### src/rtl/seq_match_fsm.sv
// Streaming symbol-sequence detector: tracks the longest matched prefix of a
// programmable pattern and reports each full-sequence hit with a saturating count.
module seq_match_fsm #(
  parameter int W       = 2,
  parameter int DEPTH   = 4,
  parameter int CNT_W   = 8,
  parameter int OVERLAP = 1
) (
  input  logic                         clk,
  input  logic                         rst_n,
  input  logic                         in_valid,
  input  logic [W-1:0]                 x,
  input  logic                         cfg_load,
  input  logic [W*DEPTH-1:0]           cfg_pattern,
  input  logic                         cnt_clear,
  output logic                         match,
  output logic [$clog2(DEPTH+1)-1:0]   progress,
  output logic [CNT_W-1:0]             match_count,
  output logic                         count_sat
);

  localparam int PW = $clog2(DEPTH+1);

  typedef enum logic [1:0] {
    ST_EMPTY,
    ST_ACTIVE,
    ST_HIT
  } state_t;

  state_t                 state_p1, state_nxt;
  logic [W*DEPTH-1:0]     pattern_p1, pattern_nxt;
  logic [W-1:0]           hist_p1 [DEPTH-1];
  logic [W-1:0]           win [DEPTH];
  logic [PW-1:0]          hist_len_p1, hist_len_nxt, new_len;
  logic [PW-1:0]          progress_p1, progress_nxt;
  logic [PW-1:0]          k_full, k_part;
  logic [CNT_W-1:0]       count_p1, count_nxt;
  logic                   accept, hit, ok;

  function automatic logic [CNT_W-1:0] sat_inc(input logic [CNT_W-1:0] v);
    return (&v) ? v : v + CNT_W'(1);
  endfunction

  // Window of the most recent symbols, newest (the incoming x) at index 0.
  always_comb begin
    win[0] = x;
    for (int i = 1; i < DEPTH; i++) begin
      win[i] = hist_p1[i-1];
    end
  end

  assign accept  = in_valid && !cfg_load;
  assign new_len = (hist_len_p1 == PW'(DEPTH)) ? hist_len_p1 : hist_len_p1 + PW'(1);

  // Longest suffix of the window equal to a pattern prefix, both unrestricted
  // (k_full) and strictly shorter than the full pattern (k_part, for overlap).
  always_comb begin
    k_full = '0;
    k_part = '0;
    ok     = 1'b0;
    for (int k = 1; k <= DEPTH; k++) begin
      ok = (k <= int'(new_len));
      for (int j = 0; j < k; j++) begin
        if (win[k-1-j] != pattern_p1[W*j +: W]) ok = 1'b0;
      end
      if (ok) begin
        k_full = PW'(k);
        if (k < DEPTH) k_part = PW'(k);
      end
    end
  end

  assign hit = accept && (k_full == PW'(DEPTH));

  always_comb begin
    pattern_nxt  = pattern_p1;
    hist_len_nxt = hist_len_p1;
    progress_nxt = progress_p1;
    count_nxt    = count_p1;
    state_nxt    = (hist_len_p1 == '0) ? ST_EMPTY : ST_ACTIVE;

    if (cfg_load) begin
      pattern_nxt  = cfg_pattern;
      hist_len_nxt = '0;
      progress_nxt = '0;
      state_nxt    = ST_EMPTY;
    end else if (accept) begin
      if (hit) begin
        state_nxt = ST_HIT;
        if (OVERLAP != 0) begin
          progress_nxt = k_part;
          hist_len_nxt = new_len;
        end else begin
          progress_nxt = '0;
          hist_len_nxt = '0;
        end
      end else begin
        progress_nxt = k_full;
        hist_len_nxt = new_len;
        state_nxt    = ST_ACTIVE;
      end
    end

    // Clear beats a coincident match; load leaves the count alone.
    if (cnt_clear) begin
      count_nxt = '0;
    end else if (hit) begin
      count_nxt = sat_inc(count_p1);
    end
  end

  // Stage p1: control and configuration state.
  always_ff @(posedge clk or negedge rst_n) begin
    if (!rst_n) begin
      state_p1    <= ST_EMPTY;
      pattern_p1  <= '0;
      hist_len_p1 <= '0;
      progress_p1 <= '0;
      count_p1    <= '0;
    end else begin
      state_p1    <= state_nxt;
      pattern_p1  <= pattern_nxt;
      hist_len_p1 <= hist_len_nxt;
      progress_p1 <= progress_nxt;
      count_p1    <= count_nxt;
    end
  end

  // Stage p1: symbol history; validity is tracked solely by hist_len_p1.
  always_ff @(posedge clk) begin
    if (accept) begin
      for (int i = 0; i < DEPTH-1; i++) begin
        hist_p1[i] <= win[i];
      end
    end
  end

  assign match       = (state_p1 == ST_HIT);
  assign progress    = progress_p1;
  assign match_count = count_p1;
  assign count_sat   = &count_p1;

endmodule

### config.mk
export PLATFORM = sky130hd
export DESIGN_NAME = seq_match_fsm
export DESIGN_NICKNAME = d
export VERILOG_FILES = /design/src/rtl/seq_match_fsm.sv
export SDC_FILE = /design/constraint.sdc
export NUM_CORES = 1
export LEC_CHECK = 0
export ABC_AREA = 1
export BUFFER_PORTS_ARGS = -buffer_cell sky130_fd_sc_hd__buf_2
export CAP_MARGIN = 40
export CORE_ASPECT_RATIO = 0.8
export CORE_MARGIN = 3
export CORE_UTILIZATION = 56
export DETAILED_ROUTE_END_ITERATION = 6
export PLACE_DENSITY = 0.89
export SYNTH_ARGS = -nofsm -noshare
export SYNTH_HDL_FRONTEND = slang
export SYNTH_SLANG_ARGS = --single-unit
### constraint.sdc
create_clock -name clk -period 2.1 [get_ports clk]
set_input_delay 0.21 -clock clk [delete_from_list [all_inputs] [get_ports clk]]
set_output_delay 0.21 -clock clk [all_outputs]
set_load 0.1 [all_outputs]
==> implementation parameters, run 1 <==
Parameter                              Value

Outcome
  Outcome    completed

Drt
  Via/cell ratio    5.152
  Wire per inst    11.57 um
  Violation count after the first detailed-routing iteration    91
  Antenna Nets Post-Route    0
  Pre-antenna DRT Iters    4
  DRC violation count after routing    0
  Detailed-route wire length    3576 um
  Total via count after detailed routing    1592

Worst hold path
  Startpoint of the worst hold path    cfg_pattern[7]
  Worst hold stages    3
  Worst hold-check path type    input pin to register
  Endpoint of the worst hold path    pattern_p1[7]

Pwr
  Static Leakage    1.061 nW
  Worst ir drop on vdd    0.4545 mV
  Total power consumption of the routed design    1.415 mW
  Power density cells    704.5 mW/mm^2

Run
  Number of maximum-capacitance constraint violations    0

Floorplan
  Row Count    17
  Die Ht    55.76 um
  Initial core utilization    60.80%
  Die width    68.20 um
  Total die area    0.003802 mm^2
  Top-Level Pins    28
  Placeable core region    0.002850 mm^2

Finish
  Synth-to-layout area growth    15.88%
  # fillers    234
  Commonest cells after routing, fill and taps aside    sky130_fd_sc_hd__nand2_1 (88), sky130_fd_sc_hd__inv_1 (30), sky130_fd_sc_hd__nor2_1 (26), sky130_fd_sc_hd__buf_2 (26), sky130_fd_sc_hd__dfrtp_1 (20)
  Fraction of final layout cells with drive strength greater than 1    16.61%
  Final layout net count    288
  Most common cell after layout, fill and taps aside    sky130_fd_sc_hd__nand2_1
  Final instance count without filler cells    309
  Diodes inserted    0

Yosys
  Synth cell types    26
  Fraction of post-synthesis cell area in the top cell type by area    34.66%
  Seq/Total Area, Yosys    45.05%
  Post-synthesis instance area    0.001733 mm^2
  Number of cells produced by synthesis    238
  Post-synth EDFFs    6
  Dominant register cell in the synthesized netlist    sky130_fd_sc_hd__dfrtp_1
  Cell types occupying the most area after synthesis    sky130_fd_sc_hd__dfrtp_1 (35%), sky130_fd_sc_hd__nand2_1 (19%), sky130_fd_sc_hd__edfxtp_1 (10%), sky130_fd_sc_hd__inv_1 (6.7%), sky130_fd_sc_hd__nor2_1 (5.6%)
  Post-synth net total    256
  Synth Warn #    0
  Dominant cell type by area after synthesis    sky130_fd_sc_hd__dfrtp_1
  Total of flip-flops plus latches after synthesis    30
  Share of flip-flops with an asynchronous set or reset after synthesis    80.00%
  Mean area per synthesized cell    7.281 um^2

Critical path
  Worst setup slack for register-to-register paths    0.34 ns
  Path depth of the worst reg2reg path    10
  Arrival time reported for the critical path endpoint    1.76 ns
  Required @ worst endpoint    1.89 ns
  Crit-path cells    ha_1 > nand3_1 > nor2_1 > nand3_1 > clkinvlp_4 > clkbuf_4
  Bufs and invs on worst path    2
  Max incr delay on CP    0.39 ns
  Startpoint of the worst register-to-register path    hist_len_p1[0]
  CP max stage cell    sky130_fd_sc_hd__dfrtp_2
  Setup CP Type    register to output pin
  Critical register-to-register path endpoint    match_count[7]
  Most repeated library cell on the critical path    sky130_fd_sc_hd__nand3_1
  Family with the most delay on the worst path    simple AND/OR/NAND/NOR gates
  Max FO, Critical Path    5
  Worst setup SP type    register
  Capturing element type of the critical path    output pin

Place
  Total placed cells including tap cells    300
  Final GP Congestion    0.9615
  # port buffers    27
  Post-DP HPWL    2775 um

GRT
  Maximum number of pins on one net before global-route repair    25
  Initial antenna violation count    0
  Via count of the first global-routing pass    1321
  Total Routing Usage GR    21.32%
  Global-route wire length before repair    5975 um
  GRT Residual Overflow    0

STA
  Fin Clk Skew    0.004173 ns
  Total Neg Setup Slack    0 ns
  Count of endpoints failing setup in the final report    0
  Share of the clock period used by the worst path after layout    93.80%
  Worst hold slack across all endpoints    0.1342 ns
  Maximum clock rate    507.7 MHz
  Number of pins with negative max-slew slack in the final report    0
  RSZ-0062 raised after global routing    no
  Final count of hold timing violations    0
  Relative max-transition margin    66.22%
  Slew @ Worst Pin    0.5067 ns
  Tmin final    1.970 ns

CTS
  Clock root cell    sky130_fd_sc_hd__clkbuf_8
  Number of buffers created by CTS    5
  Total number of clock tree sinks    30
  Insertion delay of the later-clocked pin in the worst-skew pair    0.28 ns
  CTS tree    done
  Clock slew at reported path FFs    0.06 ns
  H-tree levels    2
  Number of buffers between clock root and the deepest sink    2
==> registers in the layout, summed over array words and instances (netlist names) <==
register	flops
hist_p1	6
hist_len_p1	3
state_p1	2
pattern_p1	8
match_count	8
progress	3
==> worst max path at each step <==
stage	slack, ns	end	startpoint	cells after the start
2_1_floorplan	0.01	count_sat	match_count[4]	4
3_5_place_dp	0.33	count_sat	match_count[0]	6
6_report	0.13	count_sat	match_count[0]	6
3_3_place_gp	0.37	count_sat	match_count[0]	6
5_1_grt	0.01	count_sat	match_count[0]	6
4_1_cts	0.02	count_sat	match_count[0]	6
==> synth_stat cells (3+ instances only) <==
master / count
sky130_fd_sc_hd__dfrtp_1: 24
sky130_fd_sc_hd__ha_1: 3
sky130_fd_sc_hd__xnor2_1: 3
sky130_fd_sc_hd__xor2_1: 5
sky130_fd_sc_hd__nand3_1: 17
sky130_fd_sc_hd__o22ai_1: 3
sky130_fd_sc_hd__nand4_1: 5
sky130_fd_sc_hd__nor2_1: 26
sky130_fd_sc_hd__o21ai_0: 11
sky130_fd_sc_hd__nand2_1: 88
sky130_fd_sc_hd__edfxtp_1: 6
sky130_fd_sc_hd__inv_1: 31
sky130_fd_sc_hd__nor3_1: 3
==> layout make-up <==
cell class / instances / area, um^2 / area share [%]
clock buffers: 7 / 86.33 / 4.299
clock inverters: 1 / 5.005 / 0.2492
inverters: 34 / 132.6 / 6.604
multi-input cells: 171 / 803.3 / 40.00
flip-flops and latches: 30 / 785.8 / 39.13
well taps: 38 / 47.55 / 2.368
repair buffers: 28 / 147.6 / 7.352
==> metrics by stage <==
step / util [%] / area, um^2 / setup slack, ns
2_1_floorplan: - / 1742 / 0.01089
3_3_place_gp: 66.81 / 1904 / 0.3650
3_5_place_dp: 66.81 / 1904 / 0.3337
4_1_cts: 70.37 / 2006 / 0.02303
5_1_grt: 70.46 / 2008 / 0.01191
6_report: 70.46 / 2008 / 0.1301
==> logic make-up after synthesis <==
family / count (synthesis) / synth area share (%)
AOI/OAI and AO/OA: 17 / 5.487
xor gates and xnor gates: 8 / 4.043
DFF: 30 / 45.05
buffers and inverters: 37 / 8.591
and+or+nand+nor: 143 / 34.66
adders and majority gates: 3 / 2.166
==> per-layer routing <==
metal | routed length (um) | global-route usage [%] | vias to the layer above
li1 | - | - | 810
met1 | 1699 | 31.00 | 733
met2 | 1611 | 28.98 | 44
met3 | 207 | 6.465 | 5
met4 | 57 | 9.065 | 0
met5 | 0 | 0 | -
==> tightest hold or removal path, cell delays in order <==
cell and delay, ns:
sky130_fd_sc_hd__buf_2 0.07, sky130_fd_sc_hd__nand2_1 0.04, sky130_fd_sc_hd__o21ai_0 0.05
==> timing repair <==
action | in CTS | in global routing
buffers inserted | 0 | 0
hold endpoints to repair | 24 | 0
hold buffers | 1 | 0
gates resized for setup | 0 | 1
setup endpoints to repair | 0 | 1
==> power breakdown <==
group	leakage [nW]	internal, mW	switching, mW
combinational	0.647	0.0789	0.202
clock	0.0482	0.264	0.206
sequential	0.365	0.631	0.0333
total	1.06	0.974	0.441
No activity file was read; power rests on OpenSTA's default activity.
==> run 2, diff against run 1 <==
--- a/config.mk
+++ b/config.mk
@@ -5,12 +5,11 @@
 export SDC_FILE = /design/constraint.sdc
 export NUM_CORES = 1
 export LEC_CHECK = 0
-export ABC_AREA = 1
 export BUFFER_PORTS_ARGS = -buffer_cell sky130_fd_sc_hd__buf_2
 export CAP_MARGIN = 40
 export CORE_ASPECT_RATIO = 0.8
 export CORE_MARGIN = 3
-export CORE_UTILIZATION = 56
+export CORE_UTILIZATION = 55
 export DETAILED_ROUTE_END_ITERATION = 6
 export PLACE_DENSITY = 0.89
 export SYNTH_ARGS = -nofsm -noshare
==> run 2 against run 1 <==
Compared with the run above: first-iteration DRC count decreased by 1.1%; total power decreased by 12%; die area decreased by 6.7%; largest power group unchanged; sequential power decreased by 2%; hold slack got worse by 0.034 ns; sequential share of layout area increased by 2.2 points; cell area decreased by 4.2%; sequential cell count unchanged; core utilization increased by 4.1 points; critical path depth increased by 1; routed wire length increased by 5.8%; via count decreased by 19%.
==> implementation parameters, run 2 <==
Parameter                              Value

Place
  Post-DP HPWL    2598 um
  Total placed instance area    0.001797 mm^2
  Final GP Congestion    0.8368
  # port buffers    27

Yosys
  Share of the synthesized area in compound gates (AO/OA/AOI/OAI)    9.293%
  Cell types occupying the most area after synthesis    sky130_fd_sc_hd__dfrtp_1 (38%), sky130_fd_sc_hd__edfxtp_1 (11%), sky130_fd_sc_hd__xor2_1 (6.7%), sky130_fd_sc_hd__mux2_2 (5.7%), sky130_fd_sc_hd__xnor2_1 (5.0%)
  Library cell with the highest instance count after synthesis    sky130_fd_sc_hd__dfrtp_1
  Total of flip-flops plus latches after synthesis    30
  Dominant register cell in the synthesized netlist    sky130_fd_sc_hd__dfrtp_1
  Fraction of post-synthesis cell area in the top cell type by area    38.13%
  Largest family of logic cells by synthesized area    simple AND/OR/NAND/NOR gates
  Most common library cells after synthesis    sky130_fd_sc_hd__dfrtp_1 (24), sky130_fd_sc_hd__xor2_1 (12), sky130_fd_sc_hd__a21oi_1 (9), sky130_fd_sc_hd__xnor2_1 (9), sky130_fd_sc_hd__mux2_2 (8)
  Post-synth EDFFs    6
  Mean area per synthesized cell    11.17 um^2
  Seq/Total Area, Yosys    49.56%
  Number of cells produced by synthesis    141
  Synth cell types    36
  XOR/XNOR Fraction of Synth Area    11.68%
  Share of flip-flops with an asynchronous set or reset after synthesis    80.00%
  Simple-gate share of the synthesized area    17.87%
  Post-synth net total    159
  Post-synthesis instance area    0.001575 mm^2
  Synth Warn #    0
  Fraction of the mapped netlist area in adder cells    2.383%
  Dominant cell type by area after synthesis    sky130_fd_sc_hd__dfrtp_1
  Multiplexer share of the synthesized area    5.719%

Floorplan
  Placeable core region    0.002582 mm^2
  Row Count    16
  Die width    65.84 um
  Top-Level Pins    28
  Initial core utilization    61.00%
  Total die area    0.003546 mm^2
  Die Ht    53.87 um

STA
  Fin Clk Skew    0.01406 ns
  Number of pins with negative max-slew slack in the final report    0
  Worst hold slack across all endpoints    0.1001 ns
  Relative max-transition margin    65.21%
  Count of endpoints failing setup in the final report    0
  Slew @ Worst Pin    0.5218 ns
  Share of the clock period used by the worst path after layout    96.36%
  Final count of hold timing violations    0
  Tmin final    2.024 ns
  Maximum clock rate    494.2 MHz

Finish
  Commonest cells after routing, fill and taps aside    sky130_fd_sc_hd__buf_2 (26), sky130_fd_sc_hd__dfrtp_1 (17), sky130_fd_sc_hd__xor2_1 (12)
  Most common cell after layout, fill and taps aside    sky130_fd_sc_hd__buf_2
  Synth-to-layout area growth    22.16%
  Final cell area excluding filler cells    0.001924 mm^2
  Final layout net count    196
  # fillers    174
  Fraction of final layout cells with drive strength greater than 1    36.87%
  Diodes inserted    0

Outcome
  Outcome    completed

Critical path
  Startpoint of the worst register-to-register path    hist_len_p1[0]
  Family with the most delay on the worst path    simple AND/OR/NAND/NOR gates
  Worst setup SP type    register
  CP max stage cell    sky130_fd_sc_hd__or4_1
  Crit-path cells    inv_1 > ha_1 > nand3b_1 > o21a_2 > nand4_4 > or4_1 > a21oi_1
  Endpoint of the most critical setup path    match_count[5]
  Required @ worst endpoint    2.35 ns
  Worst setup slack for register-to-register paths    0.08 ns
  Max incr delay on CP    0.49 ns
  Arrival time reported for the critical path endpoint    2.28 ns
  Bufs and invs on worst path    1
  Crit. path cell count    7
  Start point of the critical path    hist_len_p1[0]
  Path depth of the worst reg2reg path    7
  Capturing element type of the critical path    register
  Critical register-to-register path endpoint    match_count[5]
  Max FO, Critical Path    6
  Setup CP Type    register to register

Pwr
  Power density cells    643.8 mW/mm^2
  Static Leakage    0.8284 nW
  Worst ir drop on vdd    0.4948 mV

GRT
  Initial antenna violation count    0
  Total Routing Usage GR    21.46%
  Via count of the first global-routing pass    1207
  Maximum number of pins on one net before global-route repair    25
  GRT Residual Overflow    0
  Global-route wire length before repair    5506 um

CTS
  Clock root cell    sky130_fd_sc_hd__clkbuf_4
  Number of buffers created by CTS    5
  H-tree levels    2
  Insertion delay of the later-clocked pin in the worst-skew pair    0.34 ns
  Clock slew at reported path FFs    0.10 ns
  Number of buffers between clock root and the deepest sink    2
  Total number of clock tree sinks    30
  CTS tree    done

Drt
  Via/cell ratio    5.991
  Wire per inst    17.60 um
  Violation count after the first detailed-routing iteration    90
  Pre-antenna DRT Iters    4
  Antenna Nets Post-Route    0
  Detailed-route wire length    3783 um
  Total via count after detailed routing    1288
  DRC violation count after routing    0

Worst hold path
  Worst hold-check path type    input pin to register

Run
  Number of maximum-capacitance constraint violations    0
-- run 2: cell types whose count changed after synthesis, moves of 6 or more --
cell / delta
sky130_fd_sc_hd__a21oi_1: +8
sky130_fd_sc_hd__inv_1: -27
sky130_fd_sc_hd__mux2_2: +8
sky130_fd_sc_hd__nand2_1: -84
sky130_fd_sc_hd__nand3_1: -13
sky130_fd_sc_hd__nor2_1: -20
sky130_fd_sc_hd__o21ai_0: -8
sky130_fd_sc_hd__xnor2_1: +6
sky130_fd_sc_hd__xor2_1: +7
-- run 2: cell families (layout without fill, tap and decap cells) --
kind of cell    count (synthesis)  count (layout)
mux                             8               8
flops                          30              30
buf+inv                        12              49
simple gates                   44              45
compound gates                 23              23
fa+ha+maj                       3               3
xor+xnor                       21              21
-- run 2: stage by stage --
step	std cells	power [mW]	setup TNS (ns)	util (%)	setup slack, ns
CTS	212	1.223	0	72.58	0.0004272
finish	215	1.239	0	74.52	0.07638
floorplan	141	0.7968	0	-	0.05855
detailed placement	203	0.8631	0	69.57	0.07331
global placement	203	0.8491	0	69.57	0.2011
global route	215	1.274	-0.05290	74.52	-0.03226
-- run 2: worst min-delay path by stage --
| stage | startpoint | cells after the start | slack (ns) | endpoint |
|---|---|---|---|---|
| 2_1_floorplan | rst_n | 0 | -0.09 | hist_len_p1[0] |
| 3_3_place_gp | rst_n | 1 | 0.21 | hist_len_p1[2] |
| 3_5_place_dp | rst_n | 1 | 0.21 | progress[1] |
| 4_1_cts | cfg_pattern[1] | 2 | 0.10 | pattern_p1[1] |
| 5_1_grt | cfg_pattern[1] | 2 | 0.11 | pattern_p1[1] |
| 6_report | cfg_pattern[1] | 2 | 0.10 | pattern_p1[1] |
-- run 2: area by class of cell --
class,instances,area (um^2),share of cell area (%)
Tap cell,36,45.04,2.341
Sequential cell,30,794.5,41.29
Timing Repair Buffer,37,227.7,11.83
Clock buffer,7,55.05,2.861
Clock inverter,1,5.005,0.2601
Multi-Input combinational cell,100,782.0,40.64
Inverter,4,15.01,0.7802
-- run 2: metal layers --
layer | vias to the layer above | track usage, % | share of wire, %
li1 | 586 | - | -
met1 | 619 | 26.76 | 42
met2 | 69 | 34.61 | 47
met3 | 14 | 6.263 | 8.1
met4 | 0 | 10.34 | 2.7
met5 | - | 0 | 0
-- run 2: power breakdown --
| group | switching [mW] | total, mW | internal [mW] | leakage (nW) |
|---|---|---|---|---|
| logic | 0.123 | 0.213 | 0.0903 | 0.436 |
| clock network | 0.210 | 0.372 | 0.162 | 0.0353 |
| registers | 0.0300 | 0.653 | 0.623 | 0.357 |
-- run 2: what timing repair did --
item	in CTS	in global routing
pin swaps	0	1
hold buffers	1	0
cloned	0	1
buffers inserted	0	2
hold endpoints to repair	24	0
resized for setup	2	4
endpoints found under the setup margin	1	8
==> run 3, diff against run 2 <==
==> constraint.sdc (replaced) <==
create_clock -name clk -period 2 [get_ports clk]
set_input_delay 0.2 -clock clk [delete_from_list [all_inputs] [get_ports clk]]
set_output_delay 0.2 -clock clk [all_outputs]
set_load 0.1 [all_outputs]
==> run 3 against run 2 <==
Compared with the run above: the run now ends with setup timing left; final cell count is 1.9% higher; die area is the same; count of clock-buffer cells in the layout fell by 1; via count is 0.54% higher; sequential share of layout area down 1.2 points; clock skew about the same; cell area increased by 3.3%; critical path depth is the same; non-clock buffer count up 4; worst setup slack lost 0.11 ns; combinational power up 14%; hold slack lost 0.0065 ns; highest routed layer unchanged.
==> implementation parameters, run 3 (same netlist as run 2, synthesis figures left out) <==
Parameter                              Value

CTS
  Number of buffers between clock root and the deepest sink    2
  H-tree levels    2
  Clock root cell    sky130_fd_sc_hd__clkbuf_4
  Total number of clock tree sinks    30
  Clock slew at reported path FFs    0.10 ns
  Insertion delay of the later-clocked pin in the worst-skew pair    0.34 ns
  Number of buffers created by CTS    5
  CTS tree    done

Critical path
  Max FO, Critical Path    6
  Arrival time reported for the critical path endpoint    2.23 ns
  Worst setup SP type    register
  Setup CP Type    register to register
  Path depth of the worst reg2reg path    7
  Required @ worst endpoint    2.19 ns
  Capturing element type of the critical path    register

Drt
  Violation count after the first detailed-routing iteration    59
  Detailed-route wire length    3842 um
  Antenna Nets Post-Route    0
  Wire per inst    17.54 um
  DRC violation count after routing    0
  Pre-antenna DRT Iters    4
  Total via count after detailed routing    1295
  Via/cell ratio    5.913

Pwr
  Power density cells    636.2 mW/mm^2
  Internal power consumption    0.8930 mW
  Worst ir drop on vdd    0.4876 mV
  Switching power    0.3711 mW
  Switching Fraction    29.36%
  Share of power burned in combinational logic    19.2%
  Static Leakage    0.8401 nW
  Clk network pwr share    26.6%
  Fraction of power consumed by sequential logic    54.3%

STA
  Share of the clock period used by the worst path after layout    101.8%
  Least setup slack across all paths after layout    -0.03510 ns
  Slew @ Worst Pin    0.5242 ns
  Maximum clock rate    491.4 MHz
  Worst hold slack across all endpoints    0.09368 ns
  Number of pins with negative max-slew slack in the final report    0
  Relative max-transition margin    65.05%
  Final count of hold timing violations    0
  Count of endpoints failing setup in the final report    1
  Fin Clk Skew    0.01390 ns
  Tmin final    2.035 ns

Place
  Final GP Congestion    0.8311
  Total placed cells including tap cells    204
  Post-DP HPWL    2677 um
  # port buffers    27

GRT
  Met3 track demand over resource    5.637%
  Global Route met2 Usage    37.44%
  Met1 layer usage reported by global route    27.04%
  Initial antenna violation count    0
  Maximum number of pins on one net before global-route repair    25
  Via count of the first global-routing pass    1255
  Total Routing Usage GR    22.65%
  GRT Residual Overflow    0
  Global-route wire length before repair    5747 um
  Grt peak-use layer    met2

Outcome
  Outcome    finished with violations
  Violated checks    setup timing

Finish
  Final Core Density    76.94%
  Diodes inserted    0
  Final instance count without filler cells    219
  Final layout net count    200
  Multi-input logic area    823.3 um^2
  Synth-to-layout area growth    26.13%
  Flip-flop and latch area    795.8 um^2
  Most common cell after layout, fill and taps aside    sky130_fd_sc_hd__buf_2
  # fillers    166
  Commonest cells after routing, fill and taps aside    sky130_fd_sc_hd__buf_2 (26), sky130_fd_sc_hd__dfrtp_1 (16), sky130_fd_sc_hd__buf_4 (13)
  Fraction of final layout cells with drive strength greater than 1    42.62%

Floorplan
  Row Count    16
  Placeable core region    0.002582 mm^2
  Die width    65.84 um
  Initial core utilization    61.00%
  Total die area    0.003546 mm^2
  Die Ht    53.87 um
  Top-Level Pins    28

Worst hold path
  Worst hold stages    2
  Worst hold-check path type    input pin to register

Run
  Number of maximum-capacitance constraint violations    0
==> run 3: cell types whose count changed in the layout (fill, tap and decap cells not counted), sizes merged <==
| cell | delta |
|---|---|
| clkbuf | -1 |
| clkinv | +1 |
| buf | +4 |
==> run 3: routing by layer <==
metal  routed length [um]  vias up
li1                     -      596
met1                 1503      621
met2                 1912       66
met3                  314       12
met4                  112        0
met5                    0        -
==> run 3: power by group through the flow <==
stage,Clock [mW],Combinational (mW),Sequential (mW)
2_1_floorplan,0,0.129,0.708
3_3_place_gp,0,0.203,0.693
3_5_place_dp,0,0.213,0.696
4_1_cts,0.339,0.219,0.683
5_1_grt,0.365,0.261,0.689
6_report,0.336,0.242,0.686
==> run 3: timing repair <==
action                     4_1_cts  5_1_grt
resized for setup                2       12
setup endpoints to repair        4       10
buffers inserted                 1        4
hold buffers                     1        0
hold endpoints to repair        24        0
gates cloned                     0        1
pin swaps                        0        2
==> run 3: cell type report <==
class	instances	share of cell area (%)
Tap cell	36	2.267
Timing Repair Buffer	41	12.97
Sequential cell	30	40.05
Multi-Input combinational cell	100	41.44
Clock buffer	6	2.078
Clock inverter	2	0.4408
Inverter	4	0.7557
==> run 3: per-stage QoR <==
step                cell area [um^2]  worst slack (ns)  setup TNS [ns]  power, mW
floorplan                       1612           0.01711               0     0.8366
global placement                1817            0.1600               0     0.8954
detailed placement              1817         -0.003233       -0.003233     0.9089
CTS                             1896           0.03263               0      1.241
global route                    1987          -0.09424         -0.1789      1.315
finish                          1987          -0.03510        -0.03510      1.264
==> run 3: worst max-delay path, cell delays in order, from the launching register on <==
cell and delay (ns):
sky130_fd_sc_hd__dfrtp_1 0.45, sky130_fd_sc_hd__ha_1 0.29, sky130_fd_sc_hd__nand3b_1 0.15, sky130_fd_sc_hd__o21a_2 0.21, sky130_fd_sc_hd__nand4_4 0.12, sky130_fd_sc_hd__buf_4 0.19
sky130_fd_sc_hd__nor4b_1 0.36, sky130_fd_sc_hd__a211oi_1 0.11
==> run 3: final timing paths <==
path,start,endpoint,slack (ns)
hold / removal,cfg_pattern[6],pattern_p1[6],0.09
setup reg to reg,hist_len_p1[0],match_count[7],-0.04
setup / recovery,hist_len_p1[0],match_count[7],-0.04
max in group asynchronous,rst_n,match_count[1],1.23
hold reg to reg,pattern_p1[7],pattern_p1[7],0.54
min in group asynchronous,rst_n,progress[0],0.36
